`src/rtl/mem_arbiter_if.sv`:
```
// Signal bundle between the core memory ports, the arbiter and the shared bus.
// The slave view belongs to the arbiter; master is the view of its environment.
interface mem_arbiter_if;
    logic        INST_RDEN;
    logic [31:0] INST_RIADDR;
    logic [31:0] INST_ROADDR;
    logic        INST_RVALID;
    logic [31:0] INST_RDATA;
    logic        DATA_RDEN;
    logic [31:0] DATA_RIADDR;
    logic [31:0] DATA_ROADDR;
    logic        DATA_RVALID;
    logic [31:0] DATA_RDATA;
    logic        DATA_WREN;
    logic [31:0] DATA_WADDR;
    logic [31:0] DATA_WDATA;
    logic        MEM_WAIT;
    logic        BUS_REQ;
    logic        BUS_WE;
    logic [31:0] BUS_ADDR;
    logic [31:0] BUS_WDATA;
    logic        BUS_ACK;
    logic [31:0] BUS_RDATA;
    logic        BUS_ERR;
    logic [31:0] BUS_ERR_ADDR;

    modport slave (
        input  INST_RDEN, INST_RIADDR, DATA_RDEN, DATA_RIADDR,
        input  DATA_WREN, DATA_WADDR, DATA_WDATA, BUS_ACK, BUS_RDATA,
        output INST_ROADDR, INST_RVALID, INST_RDATA,
        output DATA_ROADDR, DATA_RVALID, DATA_RDATA, MEM_WAIT,
        output BUS_REQ, BUS_WE, BUS_ADDR, BUS_WDATA, BUS_ERR, BUS_ERR_ADDR
    );

    modport master (
        output INST_RDEN, INST_RIADDR, DATA_RDEN, DATA_RIADDR,
        output DATA_WREN, DATA_WADDR, DATA_WDATA, BUS_ACK, BUS_RDATA,
        input  INST_ROADDR, INST_RVALID, INST_RDATA,
        input  DATA_ROADDR, DATA_RVALID, DATA_RDATA, MEM_WAIT,
        input  BUS_REQ, BUS_WE, BUS_ADDR, BUS_WDATA, BUS_ERR, BUS_ERR_ADDR
    );
endinterface

```
`src/rtl/mem_arbiter.sv`:
```
// Serialises instruction-read, data-read and data-write requests onto one
// single-port bus (write > data read > instruction read) with an ack watchdog.
module mem_arbiter #(
    parameter int unsigned TIMEOUT_CYCLES = 256
) (
    input  logic         CLK,
    input  logic         RST,
    mem_arbiter_if.slave io
);
    typedef enum logic [2:0] {
        S_IDLE, S_WRITE, S_DREAD, S_IREAD, S_DONE
    } state_e;

    state_e      state_q, state_d;
    logic        pw_q, pw_d, pdr_q, pdr_d, pir_q, pir_d;
    logic [31:0] waddr_q, waddr_d, wdata_q, wdata_d;
    logic [31:0] draddr_q, draddr_d, iraddr_q, iraddr_d;
    logic        ib_q, ib_d, db_q, db_d;
    logic [31:0] cnt_q, cnt_d;
    logic        mem_wait_q, mem_wait_d, bus_req_q, bus_req_d;
    logic        bus_we_q, bus_we_d;
    logic [31:0] bus_addr_q, bus_addr_d, bus_wdata_q, bus_wdata_d;
    logic        irvalid_q, irvalid_d, drvalid_q, drvalid_d;
    logic [31:0] iroaddr_q, iroaddr_d, irdata_q, irdata_d;
    logic [31:0] droaddr_q, droaddr_d, drdata_q, drdata_d;
    logic        err_q, err_d;
    logic [31:0] err_addr_q, err_addr_d;
    logic        tmo, ack;

    function automatic state_e pick(input logic w, input logic dr,
                                    input logic ir, input state_e none);
        if (w)       return S_WRITE;
        else if (dr) return S_DREAD;
        else if (ir) return S_IREAD;
        return none;
    endfunction

    always_comb begin
        state_d   = state_q;
        pw_d      = pw_q;
        pdr_d     = pdr_q;
        pir_d     = pir_q;
        waddr_d   = waddr_q;
        wdata_d   = wdata_q;
        draddr_d  = draddr_q;
        iraddr_d  = iraddr_q;
        ib_d      = ib_q;
        db_d      = db_q;
        cnt_d     = cnt_q;
        irvalid_d = 1'b0;
        drvalid_d = 1'b0;
        iroaddr_d = iroaddr_q;
        irdata_d  = irdata_q;
        droaddr_d = droaddr_q;
        drdata_d  = drdata_q;
        err_d     = err_q;
        err_addr_d = err_addr_q;
        tmo       = 1'b0;
        ack       = 1'b0;
        unique case (state_q)
            S_IDLE, S_DONE: begin
                pw_d  = io.DATA_WREN;
                pdr_d = io.DATA_RDEN;
                pir_d = io.INST_RDEN;
                if (io.DATA_WREN) begin
                    waddr_d = io.DATA_WADDR;
                    wdata_d = io.DATA_WDATA;
                end
                if (io.DATA_RDEN) draddr_d = io.DATA_RIADDR;
                if (io.INST_RDEN) iraddr_d = io.INST_RIADDR;
                ib_d    = 1'b0;
                db_d    = 1'b0;
                cnt_d   = '0;
                state_d = pick(pw_d, pdr_d, pir_d, S_IDLE);
            end
            S_WRITE, S_DREAD, S_IREAD: begin
                // a real ack in the final watchdog cycle takes precedence
                tmo = (TIMEOUT_CYCLES != 0) && !io.BUS_ACK &&
                      (cnt_q == TIMEOUT_CYCLES - 1);
                ack   = io.BUS_ACK || tmo;
                cnt_d = cnt_q + 32'd1;
                if (ack) begin
                    cnt_d = '0;
                    if (state_q == S_WRITE) pw_d = 1'b0;
                    if (state_q == S_DREAD) begin
                        pdr_d     = 1'b0;
                        db_d      = 1'b1;
                        droaddr_d = draddr_q;
                        drdata_d  = tmo ? 32'h0 : io.BUS_RDATA;
                    end
                    if (state_q == S_IREAD) begin
                        pir_d     = 1'b0;
                        ib_d      = 1'b1;
                        iroaddr_d = iraddr_q;
                        irdata_d  = tmo ? 32'h0 : io.BUS_RDATA;
                    end
                    if (tmo) begin
                        err_d = 1'b1;
                        if (!err_q) err_addr_d = bus_addr_q;
                    end
                    state_d = pick(pw_d, pdr_d, pir_d, S_DONE);
                    if (state_d == S_DONE) begin
                        irvalid_d = ib_d;
                        drvalid_d = db_d;
                    end
                end
            end
            default: state_d = S_IDLE;
        endcase

        bus_req_d   = (state_d == S_WRITE) || (state_d == S_DREAD) ||
                      (state_d == S_IREAD);
        mem_wait_d  = bus_req_d;
        bus_we_d    = (state_d == S_WRITE);
        bus_wdata_d = bus_we_d ? wdata_d : 32'h0;
        bus_addr_d  = 32'h0;
        if (state_d == S_WRITE) bus_addr_d = waddr_d;
        if (state_d == S_DREAD) bus_addr_d = draddr_d;
        if (state_d == S_IREAD) bus_addr_d = iraddr_d;
    end

    always_ff @(posedge CLK or negedge RST) begin
        if (!RST) begin
            state_q     <= S_IDLE;
            pw_q        <= 1'b0;
            pdr_q       <= 1'b0;
            pir_q       <= 1'b0;
            waddr_q     <= '0;
            wdata_q     <= '0;
            draddr_q    <= '0;
            iraddr_q    <= '0;
            ib_q        <= 1'b0;
            db_q        <= 1'b0;
            cnt_q       <= '0;
            mem_wait_q  <= 1'b0;
            bus_req_q   <= 1'b0;
            bus_we_q    <= 1'b0;
            bus_addr_q  <= '0;
            bus_wdata_q <= '0;
            irvalid_q   <= 1'b0;
            drvalid_q   <= 1'b0;
            iroaddr_q   <= '0;
            irdata_q    <= '0;
            droaddr_q   <= '0;
            drdata_q    <= '0;
            err_q       <= 1'b0;
            err_addr_q  <= '0;
        end else begin
            state_q     <= state_d;
            pw_q        <= pw_d;
            pdr_q       <= pdr_d;
            pir_q       <= pir_d;
            waddr_q     <= waddr_d;
            wdata_q     <= wdata_d;
            draddr_q    <= draddr_d;
            iraddr_q    <= iraddr_d;
            ib_q        <= ib_d;
            db_q        <= db_d;
            cnt_q       <= cnt_d;
            mem_wait_q  <= mem_wait_d;
            bus_req_q   <= bus_req_d;
            bus_we_q    <= bus_we_d;
            bus_addr_q  <= bus_addr_d;
            bus_wdata_q <= bus_wdata_d;
            irvalid_q   <= irvalid_d;
            drvalid_q   <= drvalid_d;
            iroaddr_q   <= iroaddr_d;
            irdata_q    <= irdata_d;
            droaddr_q   <= droaddr_d;
            drdata_q    <= drdata_d;
            err_q       <= err_d;
            err_addr_q  <= err_addr_d;
        end
    end

    assign io.MEM_WAIT     = mem_wait_q;
    assign io.BUS_REQ      = bus_req_q;
    assign io.BUS_WE       = bus_we_q;
    assign io.BUS_ADDR     = bus_addr_q;
    assign io.BUS_WDATA    = bus_wdata_q;
    assign io.INST_RVALID  = irvalid_q;
    assign io.INST_ROADDR  = iroaddr_q;
    assign io.INST_RDATA   = irdata_q;
    assign io.DATA_RVALID  = drvalid_q;
    assign io.DATA_ROADDR  = droaddr_q;
    assign io.DATA_RDATA   = drdata_q;
    assign io.BUS_ERR      = err_q;
    assign io.BUS_ERR_ADDR = err_addr_q;
endmodule

```
`src/flat_wrapper.sv`:
```
// flat-port wrapper written by rule: the top's interface ports become plain ports
module mem_arbiter_flat 
#(
    parameter int unsigned TIMEOUT_CYCLES = 256
)
  (CLK, RST, io_INST_RDEN, io_INST_RIADDR, io_DATA_RDEN, io_DATA_RIADDR, io_DATA_WREN, io_DATA_WADDR, io_DATA_WDATA, io_BUS_ACK, io_BUS_RDATA, io_INST_ROADDR, io_INST_RVALID, io_INST_RDATA, io_DATA_ROADDR, io_DATA_RVALID, io_DATA_RDATA, io_MEM_WAIT, io_BUS_REQ, io_BUS_WE, io_BUS_ADDR, io_BUS_WDATA, io_BUS_ERR, io_BUS_ERR_ADDR);
  mem_arbiter_if io_i ();
  input  logic CLK;
  input  logic RST;
  input wire logic [$bits(io_i.INST_RDEN)-1:0] io_INST_RDEN;
  input wire logic [$bits(io_i.INST_RIADDR)-1:0] io_INST_RIADDR;
  input wire logic [$bits(io_i.DATA_RDEN)-1:0] io_DATA_RDEN;
  input wire logic [$bits(io_i.DATA_RIADDR)-1:0] io_DATA_RIADDR;
  input wire logic [$bits(io_i.DATA_WREN)-1:0] io_DATA_WREN;
  input wire logic [$bits(io_i.DATA_WADDR)-1:0] io_DATA_WADDR;
  input wire logic [$bits(io_i.DATA_WDATA)-1:0] io_DATA_WDATA;
  input wire logic [$bits(io_i.BUS_ACK)-1:0] io_BUS_ACK;
  input wire logic [$bits(io_i.BUS_RDATA)-1:0] io_BUS_RDATA;
  output wire logic [$bits(io_i.INST_ROADDR)-1:0] io_INST_ROADDR;
  output wire logic [$bits(io_i.INST_RVALID)-1:0] io_INST_RVALID;
  output wire logic [$bits(io_i.INST_RDATA)-1:0] io_INST_RDATA;
  output wire logic [$bits(io_i.DATA_ROADDR)-1:0] io_DATA_ROADDR;
  output wire logic [$bits(io_i.DATA_RVALID)-1:0] io_DATA_RVALID;
  output wire logic [$bits(io_i.DATA_RDATA)-1:0] io_DATA_RDATA;
  output wire logic [$bits(io_i.MEM_WAIT)-1:0] io_MEM_WAIT;
  output wire logic [$bits(io_i.BUS_REQ)-1:0] io_BUS_REQ;
  output wire logic [$bits(io_i.BUS_WE)-1:0] io_BUS_WE;
  output wire logic [$bits(io_i.BUS_ADDR)-1:0] io_BUS_ADDR;
  output wire logic [$bits(io_i.BUS_WDATA)-1:0] io_BUS_WDATA;
  output wire logic [$bits(io_i.BUS_ERR)-1:0] io_BUS_ERR;
  output wire logic [$bits(io_i.BUS_ERR_ADDR)-1:0] io_BUS_ERR_ADDR;
  assign io_i.INST_RDEN = io_INST_RDEN;
  assign io_i.INST_RIADDR = io_INST_RIADDR;
  assign io_i.DATA_RDEN = io_DATA_RDEN;
  assign io_i.DATA_RIADDR = io_DATA_RIADDR;
  assign io_i.DATA_WREN = io_DATA_WREN;
  assign io_i.DATA_WADDR = io_DATA_WADDR;
  assign io_i.DATA_WDATA = io_DATA_WDATA;
  assign io_i.BUS_ACK = io_BUS_ACK;
  assign io_i.BUS_RDATA = io_BUS_RDATA;
  assign io_INST_ROADDR = io_i.INST_ROADDR;
  assign io_INST_RVALID = io_i.INST_RVALID;
  assign io_INST_RDATA = io_i.INST_RDATA;
  assign io_DATA_ROADDR = io_i.DATA_ROADDR;
  assign io_DATA_RVALID = io_i.DATA_RVALID;
  assign io_DATA_RDATA = io_i.DATA_RDATA;
  assign io_MEM_WAIT = io_i.MEM_WAIT;
  assign io_BUS_REQ = io_i.BUS_REQ;
  assign io_BUS_WE = io_i.BUS_WE;
  assign io_BUS_ADDR = io_i.BUS_ADDR;
  assign io_BUS_WDATA = io_i.BUS_WDATA;
  assign io_BUS_ERR = io_i.BUS_ERR;
  assign io_BUS_ERR_ADDR = io_i.BUS_ERR_ADDR;
  mem_arbiter #(.TIMEOUT_CYCLES(TIMEOUT_CYCLES)) u_core (.CLK(CLK), .RST(RST), .io(io_i));
endmodule
```
`config.mk`:
```
export PLATFORM = sky130hd
export DESIGN_NAME = mem_arbiter_flat
export DESIGN_NICKNAME = d
export VERILOG_FILES = /design/src/rtl/mem_arbiter_if.sv /design/src/rtl/mem_arbiter.sv /design/src/flat_wrapper.sv
export SDC_FILE = /design/constraint.sdc
export NUM_CORES = 1
export LEC_CHECK = 0
export CAP_MARGIN = 0
export CORE_UTILIZATION = 45
export CTS_CLUSTER_DIAMETER = 120
export DETAILED_ROUTE_END_ITERATION = 6
export PLACE_DENSITY = 0.78
export SYNTH_ARGS = -nofsm -noshare
export SYNTH_HDL_FRONTEND = slang
export SYNTH_SLANG_ARGS = --single-unit
```
`constraint.sdc`:
```
create_clock -name CLK -period 3 [get_ports CLK]
set_input_delay 0.75 -clock CLK [delete_from_list [all_inputs] [get_ports CLK]]
set_output_delay 0.75 -clock CLK [all_outputs]
set_load 0.05 [all_outputs]
```
# After elaboration in Yosys (flattened, before gate mapping)
# Cells that the tools add are included.
# Widths: inputs -> output; s select.
[totals]
input_bits = 166
regBits = 397
[op_classes]
muxes = 63
n_addsub = 1
reduce_logical = 14
n_bitwise = 1
n_eq_ne = 10
[ops]
columns = ["operator", "count"]
rows = [
  ["$mux 32", 14],
  ["$pmux 32 s2", 1],
  ["$mux 3", 11],
  ["$add 32x1->32 const B", 1],
  ["$eq 32x8->1 const B", 1],
  ["$mux 1", 31],
  ["$eq 3x2->1 const B", 4],
  ["$pmux 1 s2", 5],
  ["$reduce_and 3->1", 3],
  ["$eq 3x1->1 const B", 2],
  ["$eq 3x3->1 const B", 2],
  ["$pmux 3 s2", 1],
  ["$reduce_and 4->1", 1],
  ["$logic_not 3->1", 1],
  ["$logic_or 1x1->1", 3],
  ["$reduce_or 3->1", 1],
  ["$ne 2x1->1 const B", 1],
  ["$reduce_and 2->1", 1],
  ["$reduce_bool 2->1", 1],
  ["$reduce_or 2->1", 1],
  ["$logic_and 1x1->1", 1],
  ["$logic_not 1->1", 1],
  ["$not 1->1", 1],
]

# Depth between registers and ports, before layout
# Gate-level depths: netlist (run 1).
[logic_depth]
ltp_word = 19
mapped_depth = 11
depth_no_buf = 7

# Worst setup path before layout (run 1)
# No wires, ideal clock.
[synth_path]
kind = "input to register"
start = "in io_DATA_RDEN"
end = "reg u_core.bus_addr_q[13], in the netlist u_core.io.BUS_ADDR[13]"
arrival_time_ns = 2.280
t_required_ns = 2.905
cell_stages = 8
slack_ns = 0.624
cell_sequence = "nor3b_2 o21bai_1 and2_0 a31o_1 or2_1 buf_2 buf_6 o32ai_2"
[synth_via]
elab_chain_cells = 9
word_cells_on_any_way = 15
classes_between = "eq/ne (3); mux (12)"
[synth_rtl]
columns = ["item", "line_no", "text"]
rows = [
  ["from (decl)", "flat_wrapper.sv:12", "input wire logic [$bits(io_i.DATA_RDEN)-1:0] io_DATA_RDEN;"],
  ["$mux 1", "mem_arbiter.sv:33", "else if (dr) return S_DREAD;"],
  ["$mux 1", "mem_arbiter.sv:32", "if (w) return S_WRITE;"],
  ["$mux 1", "mem_arbiter.sv:60", "unique case (state_q)"],
  ["$mux 3", "mem_arbiter.sv:35", "return none;"],
  ["$pmux 3 s2", "mem_arbiter.sv:60", ""],
  ["$eq 3x1->1", "mem_arbiter.sv:117", "if (state_d == S_WRITE) bus_addr_d = waddr_d;"],
  ["$mux 32", "mem_arbiter.sv:117", ""],
  ["$mux 32", "mem_arbiter.sv:118", "if (state_d == S_DREAD) bus_addr_d = draddr_d;"],
  ["$mux 32 (*)", "mem_arbiter.sv:119", "if (state_d == S_IREAD) bus_addr_d = iraddr_d;"],
  ["net u_core.bus_addr_d[13]", "mem_arbiter.sv:22", "logic [31:0] bus_addr_q, bus_addr_d, bus_wdata_q, bus_wdata_d;"],
  ["to (signal assigned)", "mem_arbiter.sv:163", "bus_addr_q <= bus_addr_d;"],
  ["to (decl)", "mem_arbiter.sv:22", ""],
]
# The timed path passes the listed nets; every way through them passes the cells marked *. The select of a mux whose other input is x is not followed.
# A chain may end at the register's enable or synchronous reset.

# Worst setup path in the final report (run 1)
[layout_path]
start = "reg u_core.cnt_q[0]"
end = "reg u_core.bus_addr_q[10], in the netlist u_core.io.BUS_ADDR[10]"
[layout_via]
elab_chain_cells = 9
word_cells_on_any_way = 11
classes_between = "eq/ne (4); mux (5); reduce/logical (2)"
[layout_rtl]
columns = ["item", "line_no", "text"]
rows = [
  ["from (decl)", "mem_arbiter.sv:19", "logic [31:0] cnt_q, cnt_d;"],
  ["from (signal assigned)", "mem_arbiter.sv:159", "cnt_q <= cnt_d;"],
  ["$eq 32x8->1 (*)", "mem_arbiter.sv:79", "(cnt_q == TIMEOUT_CYCLES - 1);"],
  ["$logic_and 1x1->1 (*)", "mem_arbiter.sv:78", "tmo = (TIMEOUT_CYCLES != 0) && !io.BUS_ACK &&"],
  ["$logic_or 1x1->1 (*)", "mem_arbiter.sv:80", "ack = io.BUS_ACK || tmo;"],
  ["$mux 3 (*)", "mem_arbiter.sv:82", "if (ack) begin"],
  ["$pmux 3 s2 (*)", "mem_arbiter.sv:60", ""],
  ["$eq 3x1->1", "mem_arbiter.sv:117", ""],
  ["$mux 32", "mem_arbiter.sv:117", ""],
  ["$mux 32", "mem_arbiter.sv:118", ""],
  ["$mux 32 (*)", "mem_arbiter.sv:119", ""],
  ["net u_core.bus_addr_d[10]", "mem_arbiter.sv:22", ""],
]
# The timed path passes the listed nets; every way through them passes the cells marked *.

==> results of run 1 <==
-- metrics by stage --
stage / area [um2] / instances / worst slack, ns / utilization
global route: 22000 / 2286 / 0.0187 / 0.634
CTS: 22000 / 2283 / 0.221 / 0.634
finish: 22000 / 2286 / 0.205 / 0.634
detailed placement: 20700 / 2211 / 0.0437 / 0.595
floorplan: 16000 / 1409 / 0.624 / -
global placement: 20700 / 2211 / 0.0653 / 0.595
-- flip-flops by register name, indices dropped and copies added (netlist names), 3 cells and up --
name,cells
u_core.cnt_q,32
u_core.draddr_q,32
u_core.io.BUS_ADDR,32
u_core.io.BUS_ERR_ADDR,32
u_core.io.BUS_WDATA,32
u_core.io.DATA_RDATA,32
u_core.io.DATA_ROADDR,32
u_core.io.INST_RDATA,32
u_core.io.INST_ROADDR,32
u_core.iraddr_q,32
u_core.waddr_q,32
u_core.wdata_q,32
u_core.state_q,3
-- repair_timing --
item	in CTS	in global routing
endpoints found under the setup margin	0	6
resized for setup	0	1
hold buffers	0	0
-- synthesized netlist by cell type (all sizes together) (2+ instances only) --
master / instances
nand3b: 2
o22ai: 2
and3: 3
o32ai: 32
nand4: 14
a21o: 3
clkbuf: 54
nor2: 10
nand2: 321
inv: 42
o31ai: 2
nor3b: 2
mux2: 128
a31oi: 6
o21bai: 2
mux2i: 33
o21ai: 119
and2: 7
a21oi: 80
o211ai: 2
and4: 5
nand2b: 5
nor3: 39
xor2: 5
or3: 4
nor4: 17
buf: 36
or2: 2
nor2b: 4
nand3: 19
dfrtp: 397
o21a: 2
-- worst max path at each step --
stage,to,depth (start not counted)
final,u_core.io.BUS_ADDR[10],8
after global routing,u_core.io.BUS_ADDR[5],8
after CTS,u_core.io.BUS_ADDR[7],8
after detailed placement,u_core.io.BUS_ADDR[7],8
after global placement,u_core.io.BUS_ADDR[1],8
after floorplan,u_core.io.BUS_ADDR[13],8
-- per-layer routing --
layer  up-vias  track usage  part of all wire
li1       5619            -                 -
met1      6213        0.317              0.40
met2       489        0.433              0.49
met3        82       0.0782             0.090
met4         0       0.0803             0.026
met5         -            0                 0
-- critical path, delay by kind of cell, from the launching register on --
family,cells,cell delay [ns]
fa+ha+maj,1,0.26
compound gates,3,0.92
flops,1,0.40
buf+inv,1,0.18
simple gates,3,0.90
-- layout make-up --
type	instances	area, um2	share of cell area
antenna	3	7.51	0.000341
tap	455	569	0.0259
clock buffer	60	1220	0.0554
timing repair buffer	437	4480	0.203
sequential	397	9930	0.451
multi-input combinational	880	5530	0.251
inverter	42	158	0.00716
clock inverter	12	118	0.00534
-- logic make-up (layout without fill, tap and decap cells) --
kind of cell             after synthesis  count (layout)  share of synthesized area
multiplexers                         161             161                      0.111
flip-flops                           397             397                      0.622
AO/OA/AOI/OAI                        258             258                      0.102
AND/OR/NAND/NOR                      455             455                      0.126
buffers and inverters                132             551                     0.0365
XOR/XNOR                               5               5                    0.00274
adder cells (fa/ha/maj)                1               1                   0.000783
other                                  0               3                          0
-- power by group through the flow --
stage,Combinational [mW],Clock [mW],Sequential (mW)
2_1_floorplan,4.80,0,12.7
3_3_place_gp,13.4,0,8.66
3_5_place_dp,13.6,0,8.75
4_1_cts,13.7,5.12,8.68
5_1_grt,14.5,5.34,8.90
6_report,13.7,5.00,8.68
==> results.txt, run 1 <==
outcome = finished clean
Critical Path, Cell by Cell = ha_1, and4_1, nand4_1, o21ai_2, a21oi_1, or2_2, buf_12, o32ai_1
Area growth, synth to finish = 37.7%
crit path DAT = 3.22 ns
Wirelength per Cell = 20.2 um
GR Overflow Total = 0
drt first pass iters = 5
Layout fillers = 2,684
Net Switching = 12.1 mW
TNS Setup = 0 ns
Seq/Total Area, Yosys = 0.622
RSZ-0062 raised after global routing = no
most common cell after layout, fill and taps aside = dfrtp_1
PwrDens = 1240 nW/um2
starting density of the core = 0.460
final setup violation count = 0
Slew @ Worst Pin = 0.666 ns
via count = 12,400
Most used DFF post-synth = dfrtp_1
HP Class = in -> async
buffers from clock root to sink, at most = 3
Synth Cell Area = 16,000 um2
vias in the first global route = 12,900
final hold vios = 0
number of H-tree levels = 2
required time of the critical path = 3.43 ns
Max Clock Skew = 0.0266 ns
commonest cells after routing, fill and taps aside = dfrtp_1 (397), clkdlybuf4s50_1 (394), nand2_1 (321), mux2_2 (127), o21ai_0 (116)
drc violations = 0
Nets = 1,967
final WL = 46.2 mm
First DRT Iteration DRCs = 687
CTS tree = done
Final Max Slew Viols = 0
largest net degree at the start of global routing = 81
Tcrit/Tclk final = 0.932
synth unique cells = 56
Chip Height = 190 um
WHS = 0.125 ns
Max-Cap Viols = 0
Flop pwr share = 0.317
minimum clock period = 2.79 ns
first-pass GRT wire length = 72.3 mm
CTS clk-pin slew, worst paths = 0.06 ns
critical path's largest stage delay = 0.40 ns
routability cong. = 0.846
Total GRT Usage = 0.257
R2R Path Start = u_core.cnt_q[0]
Post-synth ARST share = 1.00
Syn Area/Cell = 11.3 um2
Clk Latency, worst-skew pair = 0.55 ns
Tot Pwr = 27.4 mW
die width = 190 um
Post-synth EDFFs = 0
Clock power frac = 0.183
post-route antenna net violation count = 0
TritonCTS Sinks = 397
worst r2r path cells = 8
CTS Buf Count = 42
Synthesized Nets = 1,576
Max-slew headroom = 0.553
Worst R2R End = u_core.io.BUS_ADDR[10]
Root Driver = clkbuf_16
Setup CP Type = reg -> reg
top cells by area, synth = dfrtp_1 (62%), mux2_2 (8.9%), nand2_1 (7.5%)
DR vias/cell = 5.43
Switching Fraction = 0.443
Comb power frac = 0.500
initial antenna violation count = 3
Gate Count Post-Synth = 1,409
Critical Path End Type = register
Core ar. = 34,700 um2
top cell type's share of synthesized area = 0.622
layout cells sized above 1 = 0.147
Int Pwr = 15.2 mW
setup slack, reg-to-reg = 0.21 ns
post-CTS setup buffer count = 0
Die ar. = 36,300 um2
Setup crit start = u_core.cnt_q[0]
Top-Level Pins = 396
DP HPWL = 32.0 mm
Synth area leader = dfrtp_1
synth warn = 0
Seq cells post-synth = 397
Achievable Freq = 358 MHz
Worst IR Drop VDD = 0.888 mV
Pleak = 9.94 nW
CP max stage cell = dfrtp_1
port buffer count = 395
crit path launch type = register
Max FO, Critical Path = 27
Site Rows = 68
(Power assumes the default switching activity.)
==> inputs of run 2 (changes only) <==
--- a/config.mk
+++ b/config.mk
@@ -6,10 +6,11 @@
 export NUM_CORES = 1
 export LEC_CHECK = 0
 export CAP_MARGIN = 0
-export CORE_UTILIZATION = 45
+export CORE_UTILIZATION = 49
 export CTS_CLUSTER_DIAMETER = 120
 export DETAILED_ROUTE_END_ITERATION = 6
-export PLACE_DENSITY = 0.78
+export PLACE_DENSITY = 0.84
+export RECOVER_POWER = 25
 export SYNTH_ARGS = -nofsm -noshare
 export SYNTH_HDL_FRONTEND = slang
 export SYNTH_SLANG_ARGS = --single-unit
==> run 2 against run 1 <==
The run now ends with capacitance limit, slew limit left. Design area fell by 0.73%. Global-route usage increased by 2.0 points. Sequential share of layout area increased by 0.33 points. Maximum frequency rose by 2.6%. Largest cell class unchanged. Highest routed layer is now met5.
==> results.txt, run 2 (synthesis gave the netlist of run 1 again) <==
outcome = finished with violations
failing checks = capacitance limit, slew limit
final worst-path setup slack = 0.276 ns (+0.0707 ns)
Critical Path End Type = register
post-route antenna net violation count = 0 (unchanged)
Comb power frac = 0.499 (about the same)
Tcrit/Tclk final = 0.908 (-0.0236)
Flop pwr share = 0.322 (+0.005)
vias in the first global route = 12,900 (-0.40%)
Pleak = 9.86 nW (-0.78%)
Site Rows = 65 (-4.4%)
Setup Slack @ Placement = 0.0949 ns (+0.0513 ns)
port buffer count = 395 (unchanged)
CTS tree = done
Final Cell Area = 21,800 um2 (-0.73%)
DR vias/cell = 5.51 (+1.6%)
WHS Path Cells = 2
setup slack, reg-to-reg = 0.28 ns (+0.07 ns)
Max FO, Critical Path = 34 (+26%)
required time of the critical path = 3.41 ns (-0.02 ns)
CTS Buf Count = 40 (-4.8%)
RSZ-0062 raised after global routing = no
Switching Fraction = 0.445 (+0.00215)
layout cells sized above 1 = 0.141 (-0.00579)
final setup violation count = 0 (unchanged)
cts repair resizes = 0 (unchanged)
TritonCTS Sinks = 397 (unchanged)
routability cong. = 0.868 (+2.6%)
buffers from clock root to sink, at most = 3 (unchanged)
Achievable Freq = 367 MHz (+2.6%)
Clock power frac = 0.180 (-0.003)
DP HPWL = 31.8 mm (-0.68%)
Clk Latency, worst-skew pair = 0.53 ns (-0.02 ns)
First DRT Iteration DRCs = 922 (+34%)
Nets = 1,957 (-0.51%)
initial antenna violation count = 6 (+3)
Die ar. = 33,300 um2 (-8.1%)
Worst Hold End = u_core.wdata_q[22]
Setup CP Type = reg -> reg
CTS clk-pin slew, worst paths = 0.06 ns (about the same)
drc violations = 0 (unchanged)
crit path launch type = register
Max-Cap Viols = 1 (+1)
Total GRT Usage = 0.278 (+0.0202)
Max Clock Skew = 0.0145 ns (-0.0121 ns)
number of H-tree levels = 2 (unchanged)
TNS Setup = 0 ns (unchanged)
WHS = 0.466 ns (+0.342 ns)
final WL = 45.9 mm (-0.64%)
first-pass GRT wire length = 71.7 mm (-0.87%)
Core ar. = 31,800 um2 (-8.4%)
die width = 183 um (-4.1%)
Wirelength per Cell = 20.4 um (+0.73%)
commonest cells after routing, fill and taps aside = dfrtp_1 (397), clkdlybuf4s50_1 (394), nand2_1 (321), mux2_2 (127), o21ai_0 (116)
drt first pass iters = 5 (unchanged)
PwrDens = 1250 nW/um2 (+0.40%)
Tot Pwr = 27.3 mW (-0.33%)
HP Class = reg -> reg
placed cell areas = 20,600 um2 (-0.41%)
R2R Path Start = u_core.cnt_q[0]
minimum clock period = 2.72 ns (-0.0707 ns)
fin cells = 2,255 (-1.4%)
Int Pwr = 15.1 mW (-0.72%)
Max-slew headroom = -0.345 (-0.898)
Net Switching = 12.1 mW (+0.15%)
most common cell after layout, fill and taps aside = dfrtp_1
Area growth, synth to finish = 36.7%
starting density of the core = 0.503 (+0.0422)
Util after Layout = 0.687 (+0.0530)
post-CTS setup buffer count = 0 (unchanged)
GR Overflow Total = 0 (unchanged)
final hold vios = 0 (unchanged)
Worst R2R End = u_core.io.BUS_ADDR[3]
Chip Height = 183 um (-4.1%)
Hold Startpoint = u_core.wdata_q[22]
crit path DAT = 3.14 ns (-0.08 ns)
Cells after DPL = 2,183 (-1.3%)
Root Driver = clkbuf_16
largest net degree at the start of global routing = 77 (-4.9%)
via count = 12,400 (+0.21%)
worst r2r path cells = 8 (unchanged)
Slew @ Worst Pin = 2.02 ns (+1.35 ns)
Worst IR Drop VDD = 0.933 mV (+5.1%)
Top-Level Pins = 396 (unchanged)
hold buffer count at CTS = 0 (unchanged)
Final Max Slew Viols = 71 (+71)
==> run 2: cell count changes in the layout (fill, tap and decap cells not counted), sizes merged <==
cell / change
clkbuf: -3
clkinv: +1
diode: -1
bufinv: +2
buf: -10
==> run 2: routing by layer <==
layer,wire [um],global-route usage,part of all wire
met3,3800,0.0800,0.083
met4,1810,0.118,0.039
met5,46,0,0.0010
met1,17400,0.328,0.38
met2,22900,0.473,0.50
==> run 2: how the worst max path moves through the flow <==
stage | slack, ns | start | endpoint
after floorplan | 0.62 | io_DATA_RDEN | u_core.io.BUS_ADDR[13]
after global placement | 0.13 | io_INST_RDEN | u_core.io.BUS_ADDR[11]
after detailed placement | 0.09 | io_INST_RDEN | u_core.io.BUS_ADDR[3]
after CTS | 0.29 | u_core.cnt_q[0] | u_core.io.BUS_ADDR[3]
after global routing | 0.05 | u_core.cnt_q[0] | u_core.io.BUS_ADDR[3]
final | 0.28 | u_core.cnt_q[0] | u_core.io.BUS_ADDR[3]
==> run 2: cell type report <==
type                    count  area [um2]
clock buffers              55        1110
multi-input cells         880        5530
clock inverters            15         171
repair buffers            429        4400
flip-flops and latches    397        9930
inverters                  42         158
diodes                      2        5.00
well taps                 435         544
fillers                  2212        9950
==> run 2: worst max-delay path, stage by stage, from the launching register on <==
cell,delay (ns)
dfrtp_1,0.39
ha_1,0.24
and4_1,0.35
nand4_1,0.17
o21ai_2,0.36
a21oi_1,0.19
or2_2,0.38
buf_12,0.20
o32ai_1,0.32
==> run 2: power groups by stage <==
stage               Combinational, mW  Sequential (mW)  Clock [mW]
CTS                              13.6             8.76        4.99
global route                     14.3             8.99        5.21
finish                           13.6             8.77        4.90
detailed placement               13.6             8.81           0
floorplan                        4.80             12.7           0
global placement                 13.2             8.72           0
==> inputs of run 3 (changes only) <==
--- a/config.mk
+++ b/config.mk
@@ -10,7 +10,6 @@
 export CTS_CLUSTER_DIAMETER = 120
 export DETAILED_ROUTE_END_ITERATION = 6
 export PLACE_DENSITY = 0.84
-export RECOVER_POWER = 25
 export SYNTH_ARGS = -nofsm -noshare
 export SYNTH_HDL_FRONTEND = slang
 export SYNTH_SLANG_ARGS = --single-unit
==> run 3 against run 2 <==
Worst setup slack hardly changed. Maximum frequency hardly changed. Sequential share of layout area hardly changed. Sequential power hardly changed. Largest power group unchanged. Die area stayed put. Sequential cell count stayed put. The run now ends clean. Via count hardly changed. First-iteration DRC count stayed put. Combinational power hardly changed. Final cell count stayed put.
==> results.txt, run 3 (synthesis gave the netlist of run 1 again) <==
outcome = finished clean
most common cell after layout, fill and taps aside = dfrtp_1
commonest cells after routing, fill and taps aside = dfrtp_1 (397), clkdlybuf4s50_1 (394), nand2_1 (321), mux2_2 (127), o21ai_0 (116)
vias in the first global route = 12,900 (unchanged)
Max-Cap Viols = 0 (-1)
CTS Buf Count = 40 (unchanged)
routability cong. = 0.868 (unchanged)
first-pass GRT wire length = 71.7 mm (unchanged)
Top-Level Pins = 396 (unchanged)
Core ar. = 31,800 um2 (unchanged)
starting density of the core = 0.503 (unchanged)
Nets = 1,957 (unchanged)
minimum clock period = 2.72 ns (-0.000102 ns)
CTS tree = done
Clk Latency, worst-skew pair = 0.53 ns (about the same)
number of H-tree levels = 2 (unchanged)
Final Max Slew Viols = 0 (-100%)
via count = 12,400 (+0.016%)
drc violations = 0 (unchanged)
Achievable Freq = 367 MHz (about the same)
Tcrit/Tclk final = 0.908 (about the same)
Slew @ Worst Pin = 0.781 ns (-1.24 ns)
Die ar. = 33,300 um2 (unchanged)
HP Class = in -> async
PwrDens = 1250 nW/um2 (about the same)
Max FO, Critical Path = 34 (unchanged)
TritonCTS Sinks = 397 (unchanged)
post-route antenna net violation count = 0 (unchanged)
DR vias/cell = 5.51 (about the same)
RSZ-0062 raised after global routing = no
crit path DAT = 3.14 ns (about the same)
DP HPWL = 31.8 mm (unchanged)
port buffer count = 395 (unchanged)
Final Cell Area = 21,900 um2 (about the same)
Worst IR Drop VDD = 0.933 mV (about the same)
Max Clock Skew = 0.0146 ns (+0.000141 ns)
crit path launch type = register
cts repair resizes = 0 (unchanged)
Site Rows = 65 (unchanged)
Max-slew headroom = 0.475 (+0.820)
hold buffer count at CTS = 0 (unchanged)
GR Overflow Total = 0 (unchanged)
post-CTS setup buffer count = 0 (unchanged)
drt first pass iters = 5 (unchanged)
Area growth, synth to finish = 36.8% (about the same)
Root Driver = clkbuf_16
CTS clk-pin slew, worst paths = 0.06 ns (about the same)
final setup violation count = 0 (unchanged)
placed cell areas = 20,600 um2 (unchanged)
Setup CP Type = reg -> reg
final hold vios = 0 (unchanged)
Pleak = 9.87 nW (about the same)
First DRT Iteration DRCs = 922 (unchanged)
required time of the critical path = 3.41 ns (about the same)
buffers from clock root to sink, at most = 3 (unchanged)
layout cells sized above 1 = 0.141 (unchanged)
Critical Path End Type = register
Chip Height = 183 um (unchanged)
TNS Setup = 0 ns (unchanged)
largest net degree at the start of global routing = 77 (unchanged)
Total GRT Usage = 0.278 (unchanged)
final WL = 46.0 mm (about the same)
Wirelength per Cell = 20.4 um (about the same)
die width = 183 um (unchanged)
initial antenna violation count = 6 (unchanged)
-- run 3: cell count changes in the layout (fill, tap and decap cells not counted) --
cell	change
buf_4	+1
buf_8	+1
clkbuf_2	-2
-- run 3: metrics by stage --
step	util	hold slack [ns]	instances	power (mW)	setup WS (ns)
floorplan	-	0.439	1409	17.5	0.624
global placement	0.647	0.451	2183	22.0	0.132
detailed placement	0.647	0.458	2183	22.4	0.0949
CTS	0.687	0.221	2253	27.4	0.289
global route	0.687	0.223	2254	28.5	0.0518
finish	0.687	0.182	2255	27.3	0.276
-- run 3: final timing paths --
kind,startpoint,to,slack (ns),depth (start not counted)
worst max-delay path,u_core.cnt_q[0],u_core.io.BUS_ADDR[3],0.28,8
worst min-delay path,RST,u_core.io.BUS_ERR_ADDR[10],0.18,1
worst max register to register,u_core.cnt_q[0],u_core.io.BUS_ADDR[3],0.28,8
worst min register to register,u_core.wdata_q[22],u_core.wdata_q[22],0.47,2
max in group asynchronous,RST,u_core.io.DATA_RDATA[5],1.87,2
min in group CLK,u_core.wdata_q[22],u_core.wdata_q[22],0.47,2
-- run 3: where the power goes --
group,internal [mW],total [mW],leakage [nW],switching (mW)
Sequential,7.53,8.77,5.04,1.24
Clock,2.85,4.91,0.630,2.05
Combinational,4.75,13.6,4.19,8.84
Total,15.1,27.3,9.87,12.1
-- run 3: final cells by class --
| cell class | instances | area, um2 |
|---|---|---|
| sequential | 397 | 9930 |
| clock buffer | 55 | 1110 |
| timing repair buffer | 429 | 4410 |
| multi-input combinational | 880 | 5530 |
| antenna | 2 | 5.00 |
| clock inverter | 15 | 171 |
| inverter | 42 | 158 |
| tap | 435 | 544 |
| fill | 2211 | 9940 |
-- run 3: metal layers --
layer | track usage | share of wire
met2 | 0.473 | 0.50
met1 | 0.328 | 0.38
met4 | 0.118 | 0.040
met3 | 0.0800 | 0.083
met5 | 0 | 0.0010
-- run 3: critical path, cell delays in order (launching register included) --
cell,delay (ns)
dfrtp_1,0.39
ha_1,0.24
and4_1,0.35
nand4_1,0.17
o21ai_2,0.36
a21oi_1,0.19
or2_2,0.38
buf_12,0.20
o32ai_1,0.32
